**src/rtl/div_freq_pkg.sv**
```systemverilog
// Shared constants and helpers for the multi-channel clock-enable generator.
// Integrators use hz_to_half() to turn a target output frequency into div_val.
package div_freq_pkg;

  localparam int unsigned CLK_HZ      = 50_000_000;
  localparam int unsigned DEF_HALF_1K = 25000;

  // Half-period in input cycles for an output of 'hz'; 0 Hz maps to 0, which
  // the channel stores as 1.
  function automatic int unsigned hz_to_half(input int unsigned hz);
    return (hz == 0) ? 0 : CLK_HZ / (2 * hz);
  endfunction

endpackage

```
**src/rtl/div_freq_chan.sv**
```systemverilog
// One divider channel: programmable half-period, counter, square wave and
// a one-cycle tick on each rising edge of the square wave.
module div_freq_chan
  import div_freq_pkg::*;
#(
  parameter int          CNT_W    = 26,
  parameter int unsigned DEF_HALF = DEF_HALF_1K
) (
  input  logic             clk_50M,
  input  logic             rst_n,
  input  logic             en,
  input  logic             wr,
  input  logic [CNT_W-1:0] div_val,
  output logic             clk_out,
  output logic             tick
);

  // A zero half-period would never reach terminal count; clamp to 1.
  localparam logic [CNT_W-1:0] HALF_RST = (DEF_HALF == 0) ? CNT_W'(1) : CNT_W'(DEF_HALF);

  logic [CNT_W-1:0] half;
  logic [CNT_W-1:0] cnt;
  logic [CNT_W-1:0] wr_half;
  logic             terminal;

  assign wr_half  = (div_val == '0) ? CNT_W'(1) : div_val;
  assign terminal = (cnt == (half - CNT_W'(1)));

  // A write takes priority over terminal count: the new half-period is timed
  // from a fresh count and the output level is left alone.
  always_ff @(posedge clk_50M or negedge rst_n) begin
    if (!rst_n) begin
      half    <= HALF_RST;
      cnt     <= '0;
      clk_out <= 1'b0;
      tick    <= 1'b0;
    end else if (wr) begin
      half    <= wr_half;
      cnt     <= '0;
      tick    <= 1'b0;
    end else if (en) begin
      if (terminal) begin
        cnt     <= '0;
        clk_out <= ~clk_out;
        tick    <= ~clk_out;
      end else begin
        cnt     <= cnt + CNT_W'(1);
        tick    <= 1'b0;
      end
    end else begin
      tick    <= 1'b0;
    end
  end

endmodule

```
**src/rtl/div_freq_multi.sv**
```systemverilog
// NUM_CH independent clock-enable channels driven from clk_50M, each with a
// runtime-programmable half-period written through a single strobe port.
module div_freq_multi
  import div_freq_pkg::*;
#(
  parameter  int          NUM_CH   = 4,
  parameter  int          CNT_W    = 26,
  parameter  int unsigned DEF_HALF = DEF_HALF_1K,
  localparam int          SEL_W    = (NUM_CH > 1) ? $clog2(NUM_CH) : 1
) (
  input  logic              clk_50M,
  input  logic              rst_n,
  input  logic              en,
  input  logic              div_we,
  input  logic [SEL_W-1:0]  div_sel,
  input  logic [CNT_W-1:0]  div_val,
  output logic [NUM_CH-1:0] clk_out,
  output logic [NUM_CH-1:0] tick
);

  // Write port: div_we is a single-cycle strobe with no back-pressure; a write
  // is taken in the cycle it is presented, and an out-of-range div_sel simply
  // decodes to no channel.
  logic [NUM_CH-1:0] wr;

  always_comb begin
    wr = '0;
    for (int k = 0; k < NUM_CH; k++) begin
      wr[k] = div_we && (32'(div_sel) == 32'(k));
    end
  end

  for (genvar g = 0; g < NUM_CH; g++) begin : g_chan
    div_freq_chan #(
      .CNT_W    (CNT_W),
      .DEF_HALF (DEF_HALF)
    ) u_chan (
      .clk_50M (clk_50M),
      .rst_n   (rst_n),
      .en      (en),
      .wr      (wr[g]),
      .div_val (div_val),
      .clk_out (clk_out[g]),
      .tick    (tick[g])
    );
  end

endmodule

```
**config.mk**
```make
export PLATFORM = sky130hd
export DESIGN_NAME = div_freq_multi
export DESIGN_NICKNAME = d
export VERILOG_FILES = /design/src/rtl/div_freq_pkg.sv /design/src/rtl/div_freq_chan.sv /design/src/rtl/div_freq_multi.sv
export SDC_FILE = /design/constraint.sdc
export NUM_CORES = 1
export LEC_CHECK = 0
export ABC_AREA = 1
export CORE_MARGIN = 2
export CORE_UTILIZATION = 37
export DETAILED_ROUTE_END_ITERATION = 16
export SYNTH_ARGS = -nofsm -noshare
export SYNTH_HDL_FRONTEND = slang
export SYNTH_SLANG_ARGS = --single-unit
```
**constraint.sdc**
```tcl
create_clock -name clk_50M -period 2.5 [get_ports clk_50M]
set_input_delay 0.375 -clock clk_50M [delete_from_list [all_inputs] [get_ports clk_50M]]
set_output_delay 0.375 -clock clk_50M [all_outputs]
set_load 0.01 [all_outputs]
```
==> metrics.csv, run 1 <==
stage;metric;value;unit
setup_path;crit-path max FO;26;
cells_and_area;Final Cell Area;19800;um2
sta;Final Worst Setup Slack;0.140;ns
outcome;status;completed;
place;IO Port Bufs;39;
floorplanning;Core Rows;78;
sta;final hold vios;0;
yosys;Top FF cell, synth;dfrtp_1;
detailed_routing;Metal-1 WL;25.2;mm
yosys;Synth Cell Area;17100;um2
place;HPWL Detailed;42.1;mm
yosys;Yosys Warn Count;0;
detailed_routing;DR pass1 iterations;5;
global_routing;initial antenna violation count;1;
yosys;Distinct cells, synth;47;
detailed_routing;detailed-route wire length;55.1;mm
yosys;ranking of synthesized cells by area;dfrtp_1 (28%), nand2_1 (21%), inv_1 (6.7%), nor2_1 (6.7%), nand3_1 (5.4%);
yosys;sequential area share after synthesis;31.8;%
power_and_ir_drop;Leakage;9.66;nW
cts;H-tree Lvls;1;
cts;Sink Count;216;
yosys;cell taking the most area after synthesis;dfrtp_1;
detailed_routing;DRC violations left;0;
cts;TritonCTS clock tree;yes;
global_routing;largest net degree at the start of global routing;65;
cells_and_area;Sequential Area;5440;um2
cts;CTS clk-pin slew, worst paths;0.06;ns
detailed_routing;ANT nets after route;0;
cells_and_area;Area Growth Syn to Fin;15.8;%
cells_and_area;fraction of layout cells with a size suffix above 1;11.6;%
yosys;Mapped Nets;2704;
power_and_ir_drop;Power Density;615;nW/um2
cells_and_area;Ant. Diodes;0;
setup_path;crit-path most repeated cell;nand2_1;
yosys;EDFF count, synth;0;
place;area post-placement;18500;um2
global_routing;total track usage;22.8;%
setup_path;Cell Chain, Critical Path;nor2_1 -> nand2_1 -> nor2_4 -> nand2_1 -> nor2_1 -> nand2_1 -> nand2_1 -> nand3_1 -> nor2_2 -> nand3_4 -> buf_12 -> nand2_1 -> o21ai_0;
hold_path;Worst Hold Class;in2async;
yosys;syn_area_per_cell;6.42;um2
global_routing;vias in the first global route;16346;
setup_path;Worst path max stage delay;0.42;ns
sta;Fmax;424;MHz
cells_and_area;fillers;4779;
sta;minimum clock period;2.36;ns
flow_run;max cap viols;0;
sta;max-slew violation count;0;
cells_and_area;most frequent cells in the layout;nand2_1 (948), inv_1 (307), nor2_1 (299), dfrtp_1 (192), nand3_1 (185);
cts;CTS Buffer Depth;3;
setup_path;CP Capture Type;register;
yosys;Cells after Synth;2664;
floorplanning;I/O pins;40;
sta;period utilisation layout;94.4;%
sta;skew final;0.0151;ns
setup_path;Crit Path Class;reg2reg;
floorplanning;die area;48000;um2
place;GP Congestion;0.989;
floorplanning;core area;45500;um2
cells_and_area;commonest non-fill, non-tap cell in the layout;nand2_1;
yosys;synthesized flop and latch total;216;
detailed_routing;vias per inst;5.09;
cells_and_area;Multi-input gate area;10300;um2
yosys;Yosys top cell area share;28.1;%
detailed_routing;via count;17210;
sta;Slew @ Worst Pin;0.775;ns
cells_and_area;Final Net Count;2802;
setup_path;crit start category;register;
setup_path;Crit-path slowest cell;dfrtp_1;
power_and_ir_drop;Peak VDD IR;372;uV
detailed_routing;DR WL met2;25.1;mm
sta;final setup violating endpoints;0;
detailed_routing;drt wl/cell;16.3;um
power_and_ir_drop;Final Power;12.2;mW
cts;CTS Buf Count;28;
yosys;share of synthesized registers carrying an async set or reset;100;%
global_routing;first-pass GRT wire length;87.6;mm
sta;Slew headroom;48.3;%
detailed_routing;met3 routed WL;2.88;mm
floorplanning;die width;219;um
detailed_routing;initial drt markers;1431;
cts;Root Buffer;clkbuf_16;
detailed_routing;uppermost routed layer;met4;
place;Place WS;0.0424;ns
setup_path;Req. time, crit path;2.95;ns
cts;clk_lat worst skew;0.58;ns
floorplanning;starting density of the core;37.6;%
global_routing;Remaining Overflow, GRT;0;
setup_path;CP Data Arrival Time;2.81;ns
floorplanning;Die Height;219;um
[cell usage after synthesis (all sizes together), types with 2 or more instances]
cell	number
dfstp	24
a41oi	2
a21oi	21
o211ai	2
and3	2
nand3	233
nor4	24
o21bai	13
dfrtp	192
nand2	962
nand4	80
or2	6
nand3b	42
ha	8
inv	318
clkbuf	39
xnor2	44
and2	8
xor2	88
buf	29
nor3	31
o21ai	128
nor2	359
nor3b	3
[kinds of logic (layout without fill, tap and decap cells)]
| kind of cell | count (synthesis) | count (layout) | synth area share, % |
|---|---|---|---|
| buf+inv | 387 | 500 | 9.24 |
| xor+xnor | 132 | 132 | 6.80 |
| flops | 216 | 216 | 31.8 |
| fa+ha+maj | 8 | 8 | 0.585 |
| simple gates | 1750 | 1757 | 46.2 |
| compound gates | 171 | 171 | 5.37 |
[worst max-delay path, delay by kind of cell (launching register included)]
| family | cells | cell delay, ns |
|---|---|---|
| buffers and inverters | 1 | 0.18 |
| DFF | 1 | 0.42 |
| AOI/OAI and AO/OA | 1 | 0.09 |
| and+or+nand+nor | 11 | 1.52 |
[area by class of cell]
cell class	count	share of cell area [%]
Inverter	319	6.05
Clock buffer	31	3.59
Sequential cell	216	27.4
Clock inverter	21	1.14
Multi-Input combinational cell	2068	52.0
Tap cell	600	3.79
Timing Repair Buffer	129	5.99
[flip-flops by register name, summed over array words and instances (netlist names)]
name / count
g_chan.u_chan.tick: 4
g_chan.u_chan.cnt: 104
g_chan.u_chan.clk_out: 4
g_chan.u_chan.half: 104
[final timing paths]
check,startpoint,endpoint,slack (ns),cells after the start
setup reg to reg,g_chan[3].u_chan.half[2],g_chan[3].u_chan.cnt[9],0.14,13
max in group asynchronous,rst_n,g_chan[2].u_chan.half[14],1.47,3
min in group clk_50M,div_val[22],g_chan[2].u_chan.half[22],0.47,3
setup / recovery,g_chan[3].u_chan.half[2],g_chan[3].u_chan.cnt[9],0.14,13
hold reg to reg,g_chan[1].u_chan.clk_out,g_chan[1].u_chan.tick,0.48,1
hold / removal,rst_n,g_chan[0].u_chan.cnt[1],0.29,2
[routing by layer]
layer | up-vias | GRT usage, %
li1 | 8636 | -
met5 | - | 0
met4 | 0 | 7.66
met1 | 7993 | 31.3
met3 | 104 | 2.47
met2 | 477 | 37.3
[stage by stage]
stage	setup TNS [ns]	instances	utilization [%]	hold WS, ns
after global routing	-0.944	3384	43.5	0.320
after CTS	0	3363	42.8	0.294
after global placement	0	3310	40.8	0.308
after floorplan	0	2664	-	0.0794
final	0	3384	43.5	0.289
after detailed placement	0	3310	40.8	0.312
[where the power goes]
group	switching, mW	internal (mW)	leakage [nW]
combinational	2.30	1.25	6.42
clock	1.76	2.39	0.447
sequential	0.568	3.91	2.79
total	4.63	7.56	9.66
[repair_timing]
item                       in CTS  in global routing
hold endpoints to repair       39                  0
hold buffers                    1                  0
resized for setup               0                 28
setup buffers                   0                 14
setup endpoints to repair       0                 85
Power figures use the tool's default switching activity.
==> run 2: changes to the inputs <==
--- a/config.mk
+++ b/config.mk
@@ -11,4 +11,5 @@
 export DETAILED_ROUTE_END_ITERATION = 16
 export SYNTH_ARGS = -nofsm -noshare
 export SYNTH_HDL_FRONTEND = slang
+export SYNTH_HIERARCHICAL = 1
 export SYNTH_SLANG_ARGS = --single-unit
==> metrics.csv, run 2 <==
stage;metric;value;unit
detailed_routing;vias per inst;4.99;
outcome;status;completed;
power_and_ir_drop;Final Power;12.1;mW
setup_path;crit path to;g_chan[2].u_chan/cnt[0];
setup_path;Worst R2R Start;g_chan[2].u_chan/half[0];
yosys;share of synthesized registers carrying an async set or reset;100;%
cts;TritonCTS clock tree;yes;
global_routing;initial antenna violation count;0;
setup_path;crit-path max FO;23;
yosys;Post-synth top cells;nand2_1 (1054), nor2_1 (344), inv_1 (283);
setup_path;CP Data Arrival Time;2.72;ns
setup_path;crit start category;register;
yosys;synthesized flop and latch total;216;
sta;skew final;0.0131;ns
global_routing;largest net degree at the start of global routing;58;
detailed_routing;met3 routed WL;1.94;mm
detailed_routing;uppermost routed layer;met4;
setup_path;Setup crit start;g_chan[2].u_chan/half[0];
floorplanning;Core Rows;79;
cts;H-tree Lvls;1;
sta;final setup violating endpoints;0;
yosys;EDFF count, synth;0;
setup_path;CP Capture Type;register;
sta;Slew @ Worst Pin;0.631;ns
sta;Final Worst Setup Slack;0.241;ns
cells_and_area;most frequent cells in the layout;nand2_1 (1054), nor2_1 (339), inv_1 (283), nand3_1 (193), dfrtp_1 (192);
place;area post-placement;18800;um2
setup_path;worst reg2reg path endpoint;g_chan[2].u_chan/cnt[0];
cts;Root Buffer;clkbuf_16;
sta;minimum clock period;2.26;ns
detailed_routing;ANT nets after route;0;
yosys;cell taking the most area after synthesis;dfrtp_1;
cts;CTS Buffer Depth;3;
detailed_routing;DR WL met2;23.4;mm
cells_and_area;fraction of layout cells with a size suffix above 1;9.79;%
setup_path;Req. time, crit path;2.96;ns
place;# placed instances;3384;
power_and_ir_drop;Power Density;610;nW/um2
setup_path;Critical Path Stages;14;
flow_run;max cap viols;0;
cts;Sink Count;216;
sta;period utilisation layout;90.4;%
sta;hold slack;0.322;ns
global_routing;vias in the first global route;16725;
cells_and_area;Final Cell Area;19800;um2
sta;setup tns final;0;ns
global_routing;total track usage;21.0;%
setup_path;Worst path max stage delay;0.39;ns
setup_path;critical path buffer and inverter count;2;
sta;Fmax;443;MHz
cells_and_area;fin util;42.5;%
sta;final hold vios;0;
yosys;Yosys Warn Count;6;
cells_and_area;Final Net Count;2849;
cells_and_area;Final Non-Filler Cells;3437;
yosys;Cells after Synth;2754;
setup_path;Cell Chain, Critical Path;inv_1 -> ha_1 -> nand2_2 -> nor2_4 -> nand2_1 -> nand2_1 -> nand2_1 -> nor2_1 -> nand3_1 -> nor2_4 -> nand3_4 -> buf_12 -> nand3_1 -> nand2_1;
yosys;Top FF cell, synth;dfrtp_1;
setup_path;number of cells on the worst reg-to-reg path;14;
cells_and_area;commonest non-fill, non-tap cell in the layout;nand2_1;
floorplanning;die width;221;um
yosys;ranking of synthesized cells by area;dfrtp_1 (28%), nand2_1 (23%), nor2_1 (7.4%), inv_1 (6.1%), nand3_1 (5.5%);
yosys;Synth Cell Area;17500;um2
global_routing;Remaining Overflow, GRT;0;
sta;max-slew violation count;0;
cts;clk_lat worst skew;0.58;ns
yosys;Mapped Nets;2794;
detailed_routing;via count;17157;
floorplanning;core area;46600;um2
setup_path;Crit Path Class;reg2reg;
setup_path;CP top delay family;simple AND/OR/NAND/NOR gates;
cts;CTS clk-pin slew, worst paths;0.07;ns
floorplanning;I/O pins;40;
detailed_routing;detailed-route wire length;51.5;mm
power_and_ir_drop;Peak VDD IR;525;uV
place;Place WS;0.126;ns
cells_and_area;fillers;4759;
floorplanning;die area;48900;um2
place;IO Port Bufs;39;
place;HPWL Detailed;39.6;mm
power_and_ir_drop;Leakage;10.2;nW
global_routing;first-pass GRT wire length;85.6;mm
floorplanning;starting density of the core;37.5;%
cells_and_area;Ant. Diodes;0;
detailed_routing;Metal-1 WL;23.8;mm
detailed_routing;DRC violations left;0;
setup_path;Crit-path slowest cell;dfrtp_1;
cells_and_area;Area Growth Syn to Fin;13.4;%
floorplanning;Die Height;221;um
cells_and_area;top flop regs;g_chan.u_chan/cnt: 104 flops, g_chan.u_chan/half: 104 flops;
yosys;sequential area share after synthesis;31.1;%
detailed_routing;initial drt markers;1382;
setup_path;R2R setup slack;0.24;ns
setup_path;crit-path most repeated cell;nand2_1;
hold_path;Worst Hold Class;in2async;
detailed_routing;DR pass1 iterations;5;
place;GP Congestion;0.925;
cts;CTS Buf Count;27;
yosys;syn_area_per_cell;6.34;um2
yosys;Yosys top cell area share;27.5;%
sta;Slew headroom;57.8;%
yosys;top-count cell post-synth;nand2_1;
yosys;Distinct cells, synth;36;
detailed_routing;drt wl/cell;15.0;um
sta;RSZ-0062 raised after global routing;no;
run 2: cell count changes in the layout (fill, tap and decap cells not counted), moves of 22 or more:
cell,change
nand2_1,+106
o21ai_0,-56
nor2_1,+40
inv_1,-24
buf_4,-22
run 2: report_power, final:
part	switching, mW	internal [mW]	total [mW]	leakage [nW]
Sequential	0.592	3.91	4.50	2.79
Clock	1.62	2.51	4.13	0.454
Combinational	2.22	1.23	3.44	6.94
Total	4.43	7.65	12.1	10.2
run 2: final cells by class:
cell class	instances	area, um2	area share (%)
inverters	298	1120	5.65
repair buffers	109	1060	5.36
well taps	607	759	3.84
multi-input cells	2157	10500	53.0
clock buffers	38	757	3.82
clock inverters	12	166	0.841
flip-flops and latches	216	5440	27.5
run 2: kinds of logic (layout without fill, tap and decap cells):
kind of cell    Yosys count  after routing  synth area share (%)
flops                   216            216                  31.1
fa+ha+maj                 8              8                 0.573
compound gates           90             90                  2.74
buf+inv                 381            457                  9.03
simple gates           1898           1898                  48.5
xor+xnor                161            161                  8.08
run 2: timing repair:
item,4_1_cts,5_1_grt
gates resized for setup,0,8
endpoints found under the hold margin,47,0
hold buffers,1,0
setup endpoints to repair,0,78
setup buffers,0,2
run 2: worst min-delay path by stage:
stage | cells after the start | slack, ns | to | startpoint
5_1_grt | 2 | 0.38 | g_chan[3].u_chan/tick | rst_n
3_3_place_gp | 1 | 0.36 | g_chan[3].u_chan/cnt[15] | rst_n
3_5_place_dp | 1 | 0.36 | g_chan[3].u_chan/cnt[15] | rst_n
4_1_cts | 2 | 0.33 | g_chan[3].u_chan/tick | rst_n
6_report | 2 | 0.32 | g_chan[3].u_chan/tick | rst_n
2_1_floorplan | 0 | 0.08 | g_chan[0].u_chan/clk_out | rst_n
run 2: worst reg2reg max path, cell delays in order, from the launching register on:
cell	delay, ns
dfrtp_1	0.39
inv_1	0.11
ha_1	0.25
nand2_2	0.14
nor2_4	0.24
nand2_1	0.08
nand2_1	0.09
nand2_1	0.08
nor2_1	0.11
nand3_1	0.12
nor2_4	0.14
nand3_4	0.09
buf_12	0.16
nand3_1	0.10
nand2_1	0.05
run 2: layer usage:
| layer | global-route usage [%] | vias to the layer above |
|---|---|---|
| met4 | 8.64 | 0 |
| met1 | 28.3 | 7908 |
| met2 | 34.9 | 388 |
| met5 | 0 | - |
| li1 | - | 8736 |
| met3 | 1.69 | 125 |
==> run 3: changes to the inputs <==
--- a/config.mk
+++ b/config.mk
@@ -9,6 +9,7 @@
 export CORE_MARGIN = 2
 export CORE_UTILIZATION = 37
 export DETAILED_ROUTE_END_ITERATION = 16
+export SLEW_MARGIN = 20
 export SYNTH_ARGS = -nofsm -noshare
 export SYNTH_HDL_FRONTEND = slang
 export SYNTH_HIERARCHICAL = 1
==> results of run 3 <==
Final layout, timing and power as in run 2 (identical DEF).
